--- config.mk ---
export PLATFORM = sky130hd
export DESIGN_NAME = uart_rx_framer
export DESIGN_NICKNAME = d
export VERILOG_FILES = /design/src/rtl/uart_rx_framer.sv
export SDC_FILE = /design/constraint.sdc
export NUM_CORES = 1
export LEC_CHECK = 0
export CAP_MARGIN = 30
export CELL_PAD_IN_SITES_DETAIL_PLACEMENT = 0
export CELL_PAD_IN_SITES_GLOBAL_PLACEMENT = 1
export CORE_MARGIN = 2
export CORE_UTILIZATION = 47
export DETAILED_ROUTE_END_ITERATION = 8
export HOLD_SLACK_MARGIN = 0.15
export PLACE_DENSITY = 0.85
export SYNTH_ARGS = -nofsm -noshare
export SYNTH_HDL_FRONTEND = slang
export SYNTH_SLANG_ARGS = --single-unit
export TNS_END_PERCENT = 50
--- constraint.sdc ---
create_clock -name clk -period 3 [get_ports clk]
set_input_delay 0.6 -clock clk [delete_from_list [all_inputs] [get_ports clk]]
set_output_delay 0.6 -clock clk [all_outputs]
set_load 0.01 [all_outputs]
--- src/rtl/uart_rx_framer.sv ---
// uart_rx_framer: 8N1 UART receiver that delimits frames by line-idle timeout and matches the frame's first byte to UART_ADDR.
// Define UART_RX_PARITY_EN to require an even parity bit between the data and stop bits.
module uart_rx_framer #(
  parameter int UART_ADDR = 1,
  parameter int BCYC = 5208,
  parameter int TOCNTSIZE = 16
) (
  input  logic       clk,
  input  logic       rst_n,
  input  logic       rx,
  output logic [7:0] rx_data,
  output logic       rx_valid,
  output logic       rx_first,
  output logic       addr_match,
  output logic       frame_end,
  output logic       frame_err
);
`ifdef UART_RX_PARITY_EN
  typedef enum logic [2:0] {IDLE, START, DATA, PARITY, STOP, WAITHI} state_t;
`else
  typedef enum logic [2:0] {IDLE, START, DATA, STOP, WAITHI} state_t;
`endif
  localparam logic [15:0] BC = 16'(BCYC);
  localparam logic [15:0] HALF = 16'(BCYC / 2);
  localparam logic [7:0] ADDR8 = 8'(UART_ADDR);
  state_t state, state_n;
  logic s1, s2, s3;
  logic [15:0] cnt;
  logic [2:0] bidx;
  logic [7:0] shreg;
  logic in_frame;
  logic [TOCNTSIZE-1:0] tocnt;
  logic line, fall, chg, tick, good, bad, par_ok, wrap;
  assign line = s2;
  assign fall = s3 & ~s2;
  assign chg = s3 ^ s2;
  assign tick = cnt == 16'd1;
  assign wrap = (state == IDLE) && in_frame && (&tocnt);
`ifdef UART_RX_PARITY_EN
  logic par_bit;
  assign par_ok = ~^{shreg, par_bit};
  always_ff @(posedge clk or negedge rst_n)
    if (!rst_n) par_bit <= 1'b0;
    else if (state == PARITY && tick) par_bit <= line;
`else
  assign par_ok = 1'b1;
`endif
  always_ff @(posedge clk or negedge rst_n)
    if (!rst_n) state <= IDLE;
    else state <= state_n;
  always_comb begin
    state_n = state;
    good = 1'b0;
    bad = 1'b0;
    case (state)
      IDLE:   state_n = fall ? START : IDLE;
      START:  if (tick) state_n = line ? IDLE : DATA;
`ifdef UART_RX_PARITY_EN
      DATA:   if (tick && bidx == 3'd7) state_n = PARITY;
      PARITY: if (tick) state_n = STOP;
`else
      DATA:   if (tick && bidx == 3'd7) state_n = STOP;
`endif
      STOP: if (tick) begin
        state_n = line ? IDLE : WAITHI;
        good = line & par_ok;
        bad = ~(line & par_ok);
      end
      WAITHI: state_n = line ? IDLE : WAITHI;
      default: state_n = IDLE;
    endcase
  end
  always_ff @(posedge clk or negedge rst_n)
    if (!rst_n) begin
      {s1, s2, s3} <= 3'b111;
      cnt <= '0;
      bidx <= '0;
      shreg <= '0;
      in_frame <= 1'b0;
      tocnt <= '0;
      rx_data <= '0;
      rx_valid <= 1'b0;
      rx_first <= 1'b0;
      addr_match <= 1'b0;
      frame_end <= 1'b0;
      frame_err <= 1'b0;
    end else begin
      {s1, s2, s3} <= {rx, s1, s2};
      rx_valid <= good;
      rx_first <= good & ~in_frame;
      frame_err <= bad;
      frame_end <= wrap;
      if (state == IDLE) cnt <= HALF;
      else if (state != WAITHI) cnt <= tick ? BC : cnt - 16'd1;
      if (state == START) bidx <= '0;
      if (state == DATA && tick) begin
        shreg <= {line, shreg[7:1]};
        bidx <= bidx + 3'd1;
      end
      tocnt <= (state != IDLE || chg || !in_frame) ? '0 : tocnt + TOCNTSIZE'(1);
      if (good) begin
        rx_data <= shreg;
        in_frame <= 1'b1;
        if (!in_frame) addr_match <= shreg == ADDR8;
      end
      // a start edge coinciding with the wrap still closes the old frame
      if (wrap) begin
        in_frame <= 1'b0;
        addr_match <= 1'b0;
      end
    end
endmodule
==> results of run 1 <==
report_power, final:
group / total, uW / internal (uW) / switching, uW
clock: 731 / 388 / 343
combinational: 251 / 111 / 140
sequential: 1020 / 915 / 106
synth_stat cells (2+ instances only):
cell and instances:
a211oi_1 2, a21oi_1 11, a31o_2 3, a31oi_1 6, a32o_1 5, and2_1 3, and3_1 2, and4_1 3
buf_1 2, clkbuf_1 8, dfrtp_1 60, dfstp_2 3, ha_1 6, inv_1 13, mux2_2 16, nand2_1 16
nand2b_1 2, nand3_1 13, nand4_1 9, nor2_1 25, nor2b_1 2, nor3_1 10, nor4_1 8, nor4_4 2
nor4b_1 2, o21ai_0 8, o221a_2 3, o22a_1 4, o22ai_1 3, or3_1 4, or4_1 4, xnor2_1 7
xor2_1 5
cells by family after synthesis:
logic type	synth area share [%]
AOI/OAI and AO/OA	11.8
xor gates and xnor gates	3.48
adders and majority gates	2.49
buffers and inverters	3.03
DFF	52.3
muxes	5.97
and+or+nand+nor	20.9
flip-flops by register name, summed over array words and instances (netlist names), 3 cells and up:
register,flops
cnt,16
tocnt,16
rx_data,8
shreg,8
bidx,3
state,3
per-stage QoR:
step / instances / hold WS (ns) / worst slack, ns
finish: 385 / 0.233 / 0.532
global placement: 369 / 0.347 / 0.599
CTS: 385 / 0.237 / 0.494
detailed placement: 369 / 0.349 / 0.499
floorplan: 282 / 0.304 / 0.837
global route: 385 / 0.268 / 0.219
final cells by class:
type                            instances  area, um^2
Fill cell                             579        2820
Timing Repair Buffer                   21         190
Multi-Input combinational cell        195        1350
Clock inverter                          6        68.8
Tap cell                               77        96.3
Clock buffer                           10         128
Inverter                               13        48.8
Sequential cell                        63        1580
routing by layer:
metal  share of wire (%)  global-route usage, %  up-vias  wire length [um]
met5                   0                      0        -                 0
met4                 1.6                   6.16        0                89
met3                 2.6                   5.70        9               146
met2                  46                   27.2       29              2610
met1                  50                   25.0     1094              2850
li1                    -                      -     1089                 -
how the worst min path moves through the flow:
stage,start,to
floorplan,rst_n,addr_match
global placement,s1,line
detailed placement,s1,line
CTS,rst_n,bidx[1]
global route,rst_n,bidx[1]
finish,rst_n,bidx[1]
==> out/qor.yml, run 1 <==
ctsResizeCount: 0
min_path_type: "in2async"
async_flop_share_pct: 100
path_buf_inv: 1
final_common_cell: "dfrtp_1"
syn-num-nets: 291
drc_errors: 0
vias_per_cell: 5.77
post_drt_wl_per_cell_um: 14.8
startpoint_type: "register"
seq_area_frac_synth_pct: 52.3
dr.pass1.iters: 4
drv_cap: 0
fmax_ghz: 0.405
arrival_ns: 2.69
yosysWarningCount: 0
syn2layout_area_growth_pct: 14.6
synth_cell_types: 45
powerDensity_nw_per_um2: 579
r2r_cells: 6
synth_edf_count: 0
drt_iter0_drc: 154
finalClockSkew_ns: 0.0111
hold_viol: 0
synth_top_cell_by_area: "dfrtp_1"
final_cell_mix: "dfrtp_1 (60), nor2_1 (25), nand2_1 (16), mux2_2 (16), clkdlybuf4s50_1 (14)"
post-route-cell-area_um2: 3460
tightestPinTransition_ns: 0.954
ys_top_cells_by_area: "dfrtp_1 (50%), mux2_2 (6.0%), nor2_1 (3.1%)"
start_util_pct: 48.1
htreeDepth: 3
finalCritPeriodShare_pct: 82.3
antenna-diode-count: 0
rsz0062_at_grt: "no"
slew_violations: 0
die_w_um: 84.2
reg2reg_from: "cnt[1]"
slew_headroom_pct: 36.2
gr-usage-all-layers_pct: 18.1
postRouteAntennaNets: 0
clkTransAtPathRegs_ns: 0.07
startpoint: "cnt[1]"
routed_wirelength_mm: 5.69
setup_viol: 0
antenna_found_initial: 0
r2r_setup_slack_ns: 0.53
clk_latency_ns: 0.34
post_route_cells_drive_above_1_share_pct: 17.5
io_buffer_count: 15
path_class: "reg2reg"
synthFlopType: "dfrtp_1"
synth_top_area_share_pct: 49.7
place_area_um2: 3260
grt_pass1_wl_mm: 10.2
overflow: 0
row_count: 29
first_global_vias: 2177
cp-end-kind: "register"
netlist_instances: 282
required_ns: 3.22
p_leak_uw: 0.00146
synth_seq_cells: 63
hpwlAfterDp_mm: 3.90
clk_path_buf_depth: 2
utilization_pct: 55.1
max_stage_delay_ns: 0.63
cts_setup_buffers: 0
synth_area_um2: 3020
avgSynthCellArea_um2: 10.7
fin_nets: 312
cts_tree: "built"
critPathMaxFanout: 10
ir_drop_mv: 0.337
fin_crit_ns: 2.47
rr_endpoint: "rx_data[7]"
cts.hold.buffers_added: 0
crit_slowest_cell: "nor4_4"
path_cells: "inv_1, ha_1, nor4b_1, nand4_2, nor4_4, mux2_2"
dieArea_um2: 7080
cp_num_cells: 6
fp.coreArea_um2: 6280
cp-endpoint: "rx_data[7]"
clock-sinks: 63
cts_buffers: 9
root_buffer: "clkbuf_8"
p_total_uw: 2000
grt_max_degree: 26
crit_family: "simple AND/OR/NAND/NOR gates"
ios: 16
status: "finished clean"
vias: 2221
fin_setup_tns_ns: 0
die_h_um: 84.2
place_congestion: 0.833
No activity file was read; power rests on OpenSTA's default activity.
==> inputs of run 2 (changes only) <==
--- a/config.mk
+++ b/config.mk
@@ -9,10 +9,10 @@
 export CELL_PAD_IN_SITES_DETAIL_PLACEMENT = 0
 export CELL_PAD_IN_SITES_GLOBAL_PLACEMENT = 1
 export CORE_MARGIN = 2
-export CORE_UTILIZATION = 47
+export CORE_UTILIZATION = 43
 export DETAILED_ROUTE_END_ITERATION = 8
 export HOLD_SLACK_MARGIN = 0.15
-export PLACE_DENSITY = 0.85
+export PLACE_DENSITY = 0.82
 export SYNTH_ARGS = -nofsm -noshare
 export SYNTH_HDL_FRONTEND = slang
 export SYNTH_SLANG_ARGS = --single-unit
==> constraint.sdc (replaced) <==
create_clock -name clk -period 2.1 [get_ports clk]
set_input_delay 0.42 -clock clk [delete_from_list [all_inputs] [get_ports clk]]
set_output_delay 0.42 -clock clk [all_outputs]
set_load 0.01 [all_outputs]
==> run 2 against run 1 <==
Against the previous run: clock power increased by 63%; combinational power increased by 140%; via count increased by 3.6%; die area increased by 8.9%; sequential power increased by 37%; non-clock buffer count increased by 25; fmax increased by 22%; total power increased by 59%; critical endpoint is now rx_data[1]; largest cell class unchanged.
==> out/qor.yml, run 2 (same netlist as run 1, synthesis figures left out) <==
fin_crit_ns: 2.03
cts_buffers: 9
vias_per_cell: 5.37
fin_nets: 337
htreeDepth: 3
final_common_cell: "dfrtp_1"
root_buffer: "clkbuf_8"
syn2layout_area_growth_pct: 25.9
p_leak_uw: 0.00163
antenna-diode-count: 0
required_ns: 2.32
fp.coreArea_um2: 6790
io_buffer_count: 15
ir_drop_mv: 0.569
finalClockSkew_ns: 0.0118
start_util_pct: 44.4
p_total_uw: 3180
powerDensity_nw_per_um2: 836
first_global_vias: 2230
path_class: "reg2reg"
drc_errors: 0
critPathMaxFanout: 10
largest_registers: "cnt (16), tocnt (16)"
clock-sinks: 63
dieArea_um2: 7710
startpoint_type: "register"
clkTransAtPathRegs_ns: 0.07
hold_viol: 0
cts_tree: "built"
drv_cap: 0
place_congestion: 0.840
dr.pass1.iters: 4
arrival_ns: 2.25
vias: 2302
row_count: 30
slew_violations: 0
tightestPinTransition_ns: 0.515
fin_ws_ns: 0.0690
grt_max_degree: 53
rsz0062_at_grt: "yes"
overflow: 0
min_path_type: "reg2reg"
dp.cells: 411
instances_no_fill: 429
whs_ns: 0.359
grt_pass1_wl_mm: 10.5
final_cell_mix: "dfrtp_1 (60), buf_4 (26), nor2_1 (25), nand2_1 (16), clkdlybuf4s50_1 (14)"
setup_viol: 0
drt_iter0_drc: 153
antenna_found_initial: 0
gr-usage-all-layers_pct: 17.8
die_w_um: 87.8
fmax_ghz: 0.492
hpwlAfterDp_mm: 4.25
pre_cts_ws_ns: -0.0420
finalCritPeriodShare_pct: 96.7
slew_headroom_pct: 65.5
clk_path_buf_depth: 2
clk_latency_ns: 0.34
cp-end-kind: "register"
status: "finished clean"
routed_wirelength_mm: 6.25
post_route_cells_drive_above_1_share_pct: 25.2
postRouteAntennaNets: 0
die_h_um: 87.8
ios: 16
post_drt_wl_per_cell_um: 14.6
==> run 2: changes by cell type in the layout (fill, tap and decap cells not counted), moves of 2 or more <==
cell    delta
buf_4     +20
mux2_2     -4
mux2_4     +4
buf_12     +2
buf_6      +2
inv_6      +2
==> run 2: per-stage QoR <==
| step | area [um^2] | setup TNS (ns) | util (%) |
|---|---|---|---|
| floorplan | 3030 | 0 | - |
| global placement | 3490 | 0 | 51.4 |
| detailed placement | 3490 | -0.266 | 51.4 |
| CTS | 3740 | 0 | 55.1 |
| global route | 3800 | -0.0807 | 55.9 |
| finish | 3800 | 0 | 55.9 |
==> run 2: area by class of cell <==
cell class	instances	area [um^2]
fill	592	2990
clock inverter	7	103
inverter	13	48.8
timing repair buffer	46	413
sequential	63	1580
multi-input combinational	195	1410
tap	96	120
clock buffer	9	124
==> run 2: worst max-delay path: stages (launching register included) <==
cell and delay (ns):
dfrtp_1 0.39, inv_2 0.08, ha_4 0.12, nor4b_4 0.28, nand4_4 0.19, nor4_4 0.36, buf_12 0.17, mux2_2 0.33
==> run 2: per-layer routing <==
layer | vias to the layer above | wire length (um) | track usage (%) | part of all wire [%]
li1 | 1142 | - | - | -
met4 | 0 | 136 | 8.53 | 2.2
met5 | - | 0 | 0 | 0
met3 | 13 | 215 | 4.34 | 3.4
met2 | 45 | 2820 | 25.5 | 45
met1 | 1102 | 3080 | 25.5 | 49
==> run 2: timing repair <==
item / in CTS / in global routing
gates resized for setup: 1 / 13
endpoints found under the setup margin: 8 / 17
hold buffers: 1 / 0
endpoints found under the hold margin: 11 / 0
buffers inserted: 1 / 0
pin swaps: 1 / 0
==> run 2: path summary, 6_finish.rpt <==
check | from | end | slack, ns | depth (start not counted)
max | cnt[1] | rx_data[1] | 0.07 | 7
min | s1 | line | 0.36 | 0
max reg2reg | cnt[1] | rx_data[1] | 0.07 | 7
min reg2reg | s1 | line | 0.36 | 0
max in group asynchronous | rst_n | s3 | 0.98 | 3
min in group asynchronous | rst_n | cnt[5] | 0.50 | 2
==> run 2: where the power goes <==
group	switching, uW	total [uW]	internal (uW)	leakage, uW
Clock	508	1190	682	0.000111
Combinational	307	591	284	0.000678
Sequential	88.0	1400	1310	0.000837
Total	903	3180	2270	0.00163
==> inputs of run 3 (changes only) <==
--- a/config.mk
+++ b/config.mk
@@ -8,8 +8,10 @@
 export CAP_MARGIN = 30
 export CELL_PAD_IN_SITES_DETAIL_PLACEMENT = 0
 export CELL_PAD_IN_SITES_GLOBAL_PLACEMENT = 1
+export CORE_ASPECT_RATIO = 1.75
 export CORE_MARGIN = 2
 export CORE_UTILIZATION = 43
+export CTS_CLUSTER_SIZE = 28
 export DETAILED_ROUTE_END_ITERATION = 8
 export HOLD_SLACK_MARGIN = 0.15
 export PLACE_DENSITY = 0.82
==> run 3 against run 2 <==
Against the previous run: total power grew 16%; non-clock buffer count fell by 1; highest routed layer unchanged; setup slack better by 0.024 ns; largest power group is now clock; utilization is 0.44 points higher; die area up 0.33%; critical path depth unchanged; hold slack got worse by 0.0038 ns; design area increased by 1.7%; critical endpoint is now rx_data[5].
==> out/qor.yml, run 3 (same netlist as run 1, synthesis figures left out) <==
antenna-diode-count: 0
fin_nets: 336
postRouteAntennaNets: 0
grt_pass1_wl_mm: 11.7
drc_errors: 0
post_route_cells_drive_above_1_share_pct: 24.7
overflow: 0
clk_latency_ns: 0.33
fp.coreArea_um2: 6860
grt_max_degree: 43
path_class: "reg2reg"
gr-usage-all-layers_pct: 20.7
fin_crit_ns: 2.01
drt_iter0_drc: 205
htreeDepth: 3
die_w_um: 67.3
whs_ns: 0.356
hold_viol: 0
vias: 2410
finalCritPeriodShare_pct: 95.6
vias_per_cell: 5.79
die_h_um: 115
row_count: 40
ir_drop_mv: 0.492
status: "finished clean"
place_congestion: 0.801
arrival_ns: 2.22
fmax_ghz: 0.498
powerDensity_nw_per_um2: 951
slew_headroom_pct: 64.8
finalClockSkew_ns: 0.00348
start_util_pct: 44.0
min_path_type: "reg2reg"
cts_tree: "built"
clock-sinks: 63
required_ns: 2.32
final_common_cell: "dfrtp_1"
ios: 16
startpoint_type: "register"
fin_setup_tns_ns: 0
setup_viol: 0
num-fill-cells: 584
cp-end-kind: "register"
dieArea_um2: 7730
post_drt_wl_per_cell_um: 17.0
clkTransAtPathRegs_ns: 0.06
drv_cap: 0
root_buffer: "clkbuf_16"
post-route-cell-area_um2: 3870
largest_registers: "cnt (16), tocnt (16)"
clk_path_buf_depth: 2
critPathMaxFanout: 10
final_cell_mix: "dfrtp_1 (60), nor2_1 (25), buf_4 (24), nand2_1 (15), mux2_2 (15)"
syn2layout_area_growth_pct: 28.1
hpwlAfterDp_mm: 4.85
io_buffer_count: 15
dr.pass1.iters: 4
p_leak_uw: 0.00167
tightestPinTransition_ns: 0.528
antenna_found_initial: 0
routed_wirelength_mm: 7.06
cts_buffers: 9
place_area_um2: 3440
slew_violations: 0
first_global_vias: 2533
-- run 3: cell count changes in the layout (fill, tap and decap cells not counted), moves of 2 or more --
| cell | previous run | this run |
|---|---|---|
| inv_6 | 3 | 1 |
| clkbuf_8 | 9 | 0 |
| mux2_4 | 4 | 1 |
| mux2_2 | 12 | 15 |
| clkbuf_16 | 0 | 9 |
| buf_4 | 26 | 24 |
-- run 3: routing by layer --
layer | global-route usage, % | vias to the layer above | routed length [um]
li1 | - | 1138 | -
met1 | 21.8 | 1188 | 2680
met2 | 36.0 | 62 | 3810
met3 | 4.50 | 22 | 236
met4 | 13.3 | 0 | 333
met5 | 0 | - | 0
-- run 3: final cells by class --
type	instances	area, um^2	share of cell area, %
sequential	63	1580	40.9
tap	84	105	2.72
multi-input combinational	195	1380	35.6
timing repair buffer	45	409	10.6
clock inverter	7	120	3.11
clock buffer	9	225	5.83
inverter	13	48.8	1.26
-- run 3: worst max-delay path, stage by stage, from the launching register on --
cell and delay (ns):
dfrtp_1 0.39, inv_2 0.06, ha_2 0.17, nor4b_4 0.24, nand4_2 0.18, nor4_4 0.32, buf_6 0.19, mux2_2 0.35
-- run 3: power by group --
group          internal, uW  leakage, uW  switching [uW]  total (uW)
clock                  1160     0.000166             554        1720
sequential             1310     0.000837             112        1420
combinational           259     0.000670             279         538
-- run 3: worst paths after layout --
check / startpoint / to / slack [ns] / cells after the start
min in group asynchronous: rst_n / tocnt[7] / 0.60 / 2
max in group asynchronous: rst_n / s1 / 0.83 / 3
min reg2reg: s1 / line / 0.36 / 0
min: s1 / line / 0.36 / 0
max reg2reg: cnt[1] / rx_data[5] / 0.09 / 7
max: cnt[1] / rx_data[5] / 0.09 / 7
-- run 3: repair_timing --
action	CTS	global route
endpoints found under the hold margin	21	0
endpoints found under the setup margin	16	17
buffers inserted	0	5
hold buffers	1	0
gates resized for setup	1	8
-- run 3: per-stage QoR --
stage               total power (uW)  setup slack, ns  std cells  util [%]
finish                          3680           0.0934        416      56.4
global route                    3840          -0.0157        416      56.4
CTS                             3680          0.00760        411      55.5
detailed placement              1930          -0.0179        394      50.1
global placement                1920           0.0683        394      50.1
floorplan                       1710           0.0108        282         -
==> RTL change 1: new RTL, flow settings as in run 2 <==
`TOCNTSIZE`: 16 -> 32.
--- a/src/rtl/uart_rx_framer.sv
+++ b/src/rtl/uart_rx_framer.sv
@@ -4,5 +4,5 @@
   parameter int UART_ADDR = 1,
   parameter int BCYC = 5208,
-  parameter int TOCNTSIZE = 16
+  parameter int TOCNTSIZE = 32
 ) (
   input  logic       clk,
Formal check against the unedited RTL: same outputs for any inputs over 10 cycles, from zero or initial values and one cycle with rst_n low; that may be too few to reach the edited logic, so the function may still have changed.
==> RTL change 1 against run 2 <==
  * Fmax rose by 2.0%
  * Area after synthesis rose by 27%
  * First-iteration DRC count fell by 15%
  * Clock skew barely moved
  * Worst hold slack got worse by 0.0017 ns
  * Final area rose by 19%
  * Power rose by 5.2%
  * Wire length rose by 20%
  * Sequential cell count rose by 16
  * Via count rose by 22%
  * Worst setup slack improved by 0.040 ns
  * Sequential share of layout area rose by 2.2 points
  * Count of clock-buffer cells in the layout did not move
  * Critical endpoint unchanged
==> RTL change 1: results (changes against run 2) <==
Pwr
  – Sw frac: 27.0% (-1.4 points)
  – Peak VDD IR: 402 uV (-29%)
  – Total combinational power: 331 uW (-44%)
  – Sw Pwr: 903 uW (about the same)
  – Clk pwr: 1280 uW (+8%)
  – Leak: 0.00200 uW (+23%)

Setup path
  – CP startpoint: cnt[1]$_DFFE_PN0P_
  – Arrival time worst endpoint: 2.22 ns (-0.03 ns)
  – Max FO, Critical Path: 10 (unchanged)

Cells and area
  – Buffers outside the clock class: 36 (-22%)
  – Sequential share of cell area: 43.8% (+2.2 points)
  – Area growth from synthesis to layout: 17.7%
  – Comb_multi_in: 267 (+37%)
  – # nets final: 409 (+21%)
  – Buffer share of cell area: 7.36% (-3.5 points)
  – FILL cells: 812 (+37%)
  – Non-Filler Instances: 513 (+20%)
  – Logic inverters: 7 (-6)
  – Clock network area share: 4.98% (-0.98 points)
  – Largest regs: tocnt: 32 flops, cnt: 16 flops
  – Multi-input gate share of the layout cell area: 40.3% (+3.1 points)

Yosys
  – Compound-Gate Fraction of Synth Area: 7.52% (-4.2 points)
  – XOR/XNOR share of the synthesized area: 5.93% (+2.4 points)
  – Cell variety after synth: 56 (+24%)
  – Post-synth top cells: dfrtp_1 (76), nor2_1 (57), nand2_1 (30)
  – Synth Area in Adders: 1.95% (-0.53 points)
  – Post-synthesis cell count: 364 (+29%)
  – Multiplexer share of the synthesized area: 4.95% (-1.0 points)
  – Mapped Nets: 373 (+28%)
  – Post-synthesis sequential area ratio: 51.5% (-0.79 points)

GRT
  – Met1 GRT Util: 23.5% (-1.9 points)
  – Total GRT Usage: 17.0% (-0.79 points)
  – Pin count of the biggest net entering global routing: 39 (-26%)
  – GR Util met3: 3.62% (-0.72 points)
  – First-pass GRT wire length: 13400 um (+27%)
  – Met2 usage: 26.0% (+0.53 points)

Place
  – Port-buffer cells: 15 (unchanged)
  – Placed Instances: 495 (+20%)
  – Placed cell area: 4240 um^2 (+21%)
  – HPWL Detailed: 5210 um (+23%)
  – RePlAce Congestion: 0.817 (-2.8%)
  – Setup WS pre-CTS: 0.0426 ns (+0.0846 ns)

Clock tree
  – Clock Latency Late Sink: 0.35 ns
  – Reg clk slew, reported paths: 0.09 ns (+0.02 ns)
  – H-tree depth: 3 (unchanged)
  – CTS Buffer Depth: 2 (unchanged)
  – Clock sink count: 79 (+25%)

Routing
  – First DRT Iteration DRCs: 130 (-15%)
  – Final wirelength: 7500 um (+20%)
  – Met2 WL post-DR: 3530 um (+25%)
  – Metal3 WL: 228 um (+6.0%)
  – Via count: 2811 (+22%)
  – Met1 Wirelength: 3630 um (+18%)

STA
  – Worst Skew: 0.0119 ns (+0.000100 ns)
  – Max transition margin: 75.3% (+9.8 points)

Floorplanning
  – Die ar.: 9710 um^2 (+26%)

Outcome
  – Status: completed
[RTL change 1: worst paths after layout]
kind / end / slack [ns] / cells past startpoint
max in group asynchronous: s1$_DFF_PN1_ / 1.00 / 3
worst max register to register: rx_data[1]$_DFFE_PN0P_ / 0.11 / 8
min in group asynchronous: tocnt[6]$_DFF_PN0_ / 0.51 / 2
worst max-delay path: rx_data[1]$_DFFE_PN0P_ / 0.11 / 8
worst min-delay path: line$_DFF_PN1_ / 0.36 / 0
worst min register to register: line$_DFF_PN1_ / 0.36 / 0
[RTL change 1: repair_timing]
item | in CTS | in global routing
buffers inserted | 0 | 1
endpoints found under the setup margin | 0 | 10
hold endpoints to repair | 23 | 0
hold buffers | 1 | 0
resized for setup | 0 | 5
[RTL change 1: worst max-delay path: stages, from the launching register on]
cell and delay [ns]:
dfrtp_1 0.40, inv_1 0.11, ha_1 0.15, nor4b_4 0.25, nand4_2 0.20, buf_4 0.21, nor2_4 0.10, buf_12 0.13
mux2_2 0.32
==> RTL change 2: new RTL, settings of run 2 <==
Made on the original files. Re-encode `state_t` (5 states) as one-hot, 5 bits wide.
--- a/src/rtl/uart_rx_framer.sv
+++ b/src/rtl/uart_rx_framer.sv
@@ -19,5 +19,5 @@
   typedef enum logic [2:0] {IDLE, START, DATA, PARITY, STOP, WAITHI} state_t;
 `else
-  typedef enum logic [2:0] {IDLE, START, DATA, STOP, WAITHI} state_t;
+  typedef enum logic [4:0] {IDLE = 5'b00001, START = 5'b00010, DATA = 5'b00100, STOP = 5'b01000, WAITHI = 5'b10000} state_t;
 `endif
   localparam logic [15:0] BC = 16'(BCYC);
Function: no difference found for any inputs over 10 cycles, from zero or initial values and one cycle with rst_n low; not proved beyond that.
==> RTL change 2 against run 2 <==
  * Power is 3.7% lower
  * Clock skew shrank 0.0020 ns
  * Worst setup slack better by 0.062 ns
  * Area after synthesis is 8.8% higher
  * Sequential cell count up 2
  * Sequential share of layout area up 1.3 points
  * Synthesized cell count grew 10%
  * Final area up 0.20%
  * Wire length grew 7.0%
  * Clock power decreased by 8%
  * Highest routed layer unchanged
==> RTL change 2: results (changes against run 2) <==
Outcome
  – Status: completed

Routing
  – Vias per cell: 5.55 (+3.4%)
  – Final wirelength: 6680 um (+7.0%)
  – Drt wl/cell: 15.2 um (+4.1%)
  – First DRT Iteration DRCs: 98 (-36%)
  – Pre-antenna DRT Iters: 4 (unchanged)

Setup path
  – Arrival time worst endpoint: 2.19 ns (-0.06 ns)
  – FF-to-FF path depth: 6 (-1)
  – Worst path slowest cell: or3b_2
  – CP startpoint: cnt[0]$_DFFE_PN0P_
  – Max FO, Critical Path: 7 (-3)
  – R2R setup slack: 0.13 ns (+0.06 ns)
  – Slowest stage delay, CP: 0.53 ns (+0.14 ns)
  – Crit Reg-Reg Endpoint: cnt[14]$_DFFE_PN0P_

Cells and area
  – # nets final: 346 (+2.7%)
  – Fraction of layout cells with a size suffix above 1: 20.2% (-5.0 points)

STA
  – Max transition margin: 62.4% (-3.2 points)
  – Final WS setup: 0.131 ns (+0.0623 ns)
  – Final hold slack: 0.359 ns (-0.000705 ns)
  – Worst Skew: 0.00977 ns (-0.00205 ns)

Yosys
  – Post-synthesis sequential area ratio: 49.7% (-2.7 points)
  – Post-synth top cells: dfrtp_1 (61), nor2_1 (29), nand2_1 (17)
  – Cell variety after synth: 58 (+29%)
  – Synth area leaders: dfrtp_1 (46%), mux2_2 (5.5%), nor2_1 (3.3%), dfstp_2 (3.2%), xnor2_1 (2.7%)
  – Mapped Nets: 320 (+10%)
  – Post-synthesis cell count: 311 (+10%)

Pwr
  – Clk pwr: 1100 uW (-8%)
  – Sw Pwr: 956 uW (+5.9%)
  – Sw frac: 31.3% (+2.8 points)
  – Leak: 0.00159 uW (-2.0%)
  – Comb pwr share: 17.5% (-1.1 points)
  – Peak VDD IR: 582 uV (+2.3%)

Place
  – Placed cell area: 3570 um^2 (+2.3%)
  – Placed Instances: 422 (+2.7%)
  – Setup WS pre-CTS: 0.0669 ns (+0.109 ns)
  – RePlAce Congestion: 0.875 (+4.1%)
  – HPWL Detailed: 4560 um (+7.3%)

Clock tree
  – CTS buffer count: 9 (unchanged)

Hold path
  – Hold Path Cell Cnt: 0 (unchanged)
  – Worst hold path class: register to register

GRT
  – Vias in the first global route: 2354 (+5.6%)
  – Pin count of the biggest net entering global routing: 31 (-42%)
  – First-pass GRT wire length: 11700 um (+12%)
  – Total GRT Usage: 17.4% (-0.42 points)
==> RTL change 2: cell families after synthesis <==
logic type / after synthesis / share of synthesized area [%]
AOI/OAI and AO/OA: 56 / 11.2
xor gates and xnor gates: 16 / 4.27
adders and majority gates: 6 / 2.29
buffers and inverters: 29 / 4.04
DFF: 65 / 49.7
muxes: 20 / 6.70
and+or+nand+nor: 119 / 21.8
==> RTL change 2: worst max-delay path by stage <==
stage | cells past startpoint | to
global placement | 7 | shreg[2]$_DFFE_PN0P_
detailed placement | 7 | shreg[3]$_DFFE_PN0P_
finish | 6 | cnt[14]$_DFFE_PN0P_
CTS | 7 | shreg[1]$_DFFE_PN0P_
floorplan | 7 | shreg[0]$_DFFE_PN0P_
global route | 6 | rx_data[7]$_DFFE_PN0P_
==> RTL change 2: critical path, delay by kind of cell, from the launching register on <==
kind	cells	cell delay (ns)
flip-flops	1	0.45
adder cells (fa/ha/maj)	1	0.20
multiplexers	1	0.21
buffers and inverters	1	0.09
AND/OR/NAND/NOR	1	0.53
AO/OA/AOI/OAI	2	0.37
==> RTL change 2: area by class of cell <==
class | count | area, um^2
Fill cell | 643 | 3520
Sequential cell | 65 | 1630
Multi-Input combinational cell | 217 | 1530
Timing Repair Buffer | 29 | 269
Clock buffer | 9 | 124
Tap cell | 99 | 124
Clock inverter | 7 | 77.6
Inverter | 15 | 56.3
==> RTL change 2: what timing repair did <==
| item | CTS | global route |
|---|---|---|
| endpoints found under the setup margin | 0 | 16 |
| endpoints found under the hold margin | 18 | 0 |
| hold buffers | 1 | 0 |
| resized for setup | 0 | 5 |
| buffers inserted | 0 | 2 |
==> RTL change 2: layer usage <==
layer	wire length [um]	vias to the layer above	track usage, %
met5	0	-	0
met4	149	0	7.45
met3	243	17	3.73
met2	3060	55	26.7
met1	3240	1176	23.7
li1	-	1198	-
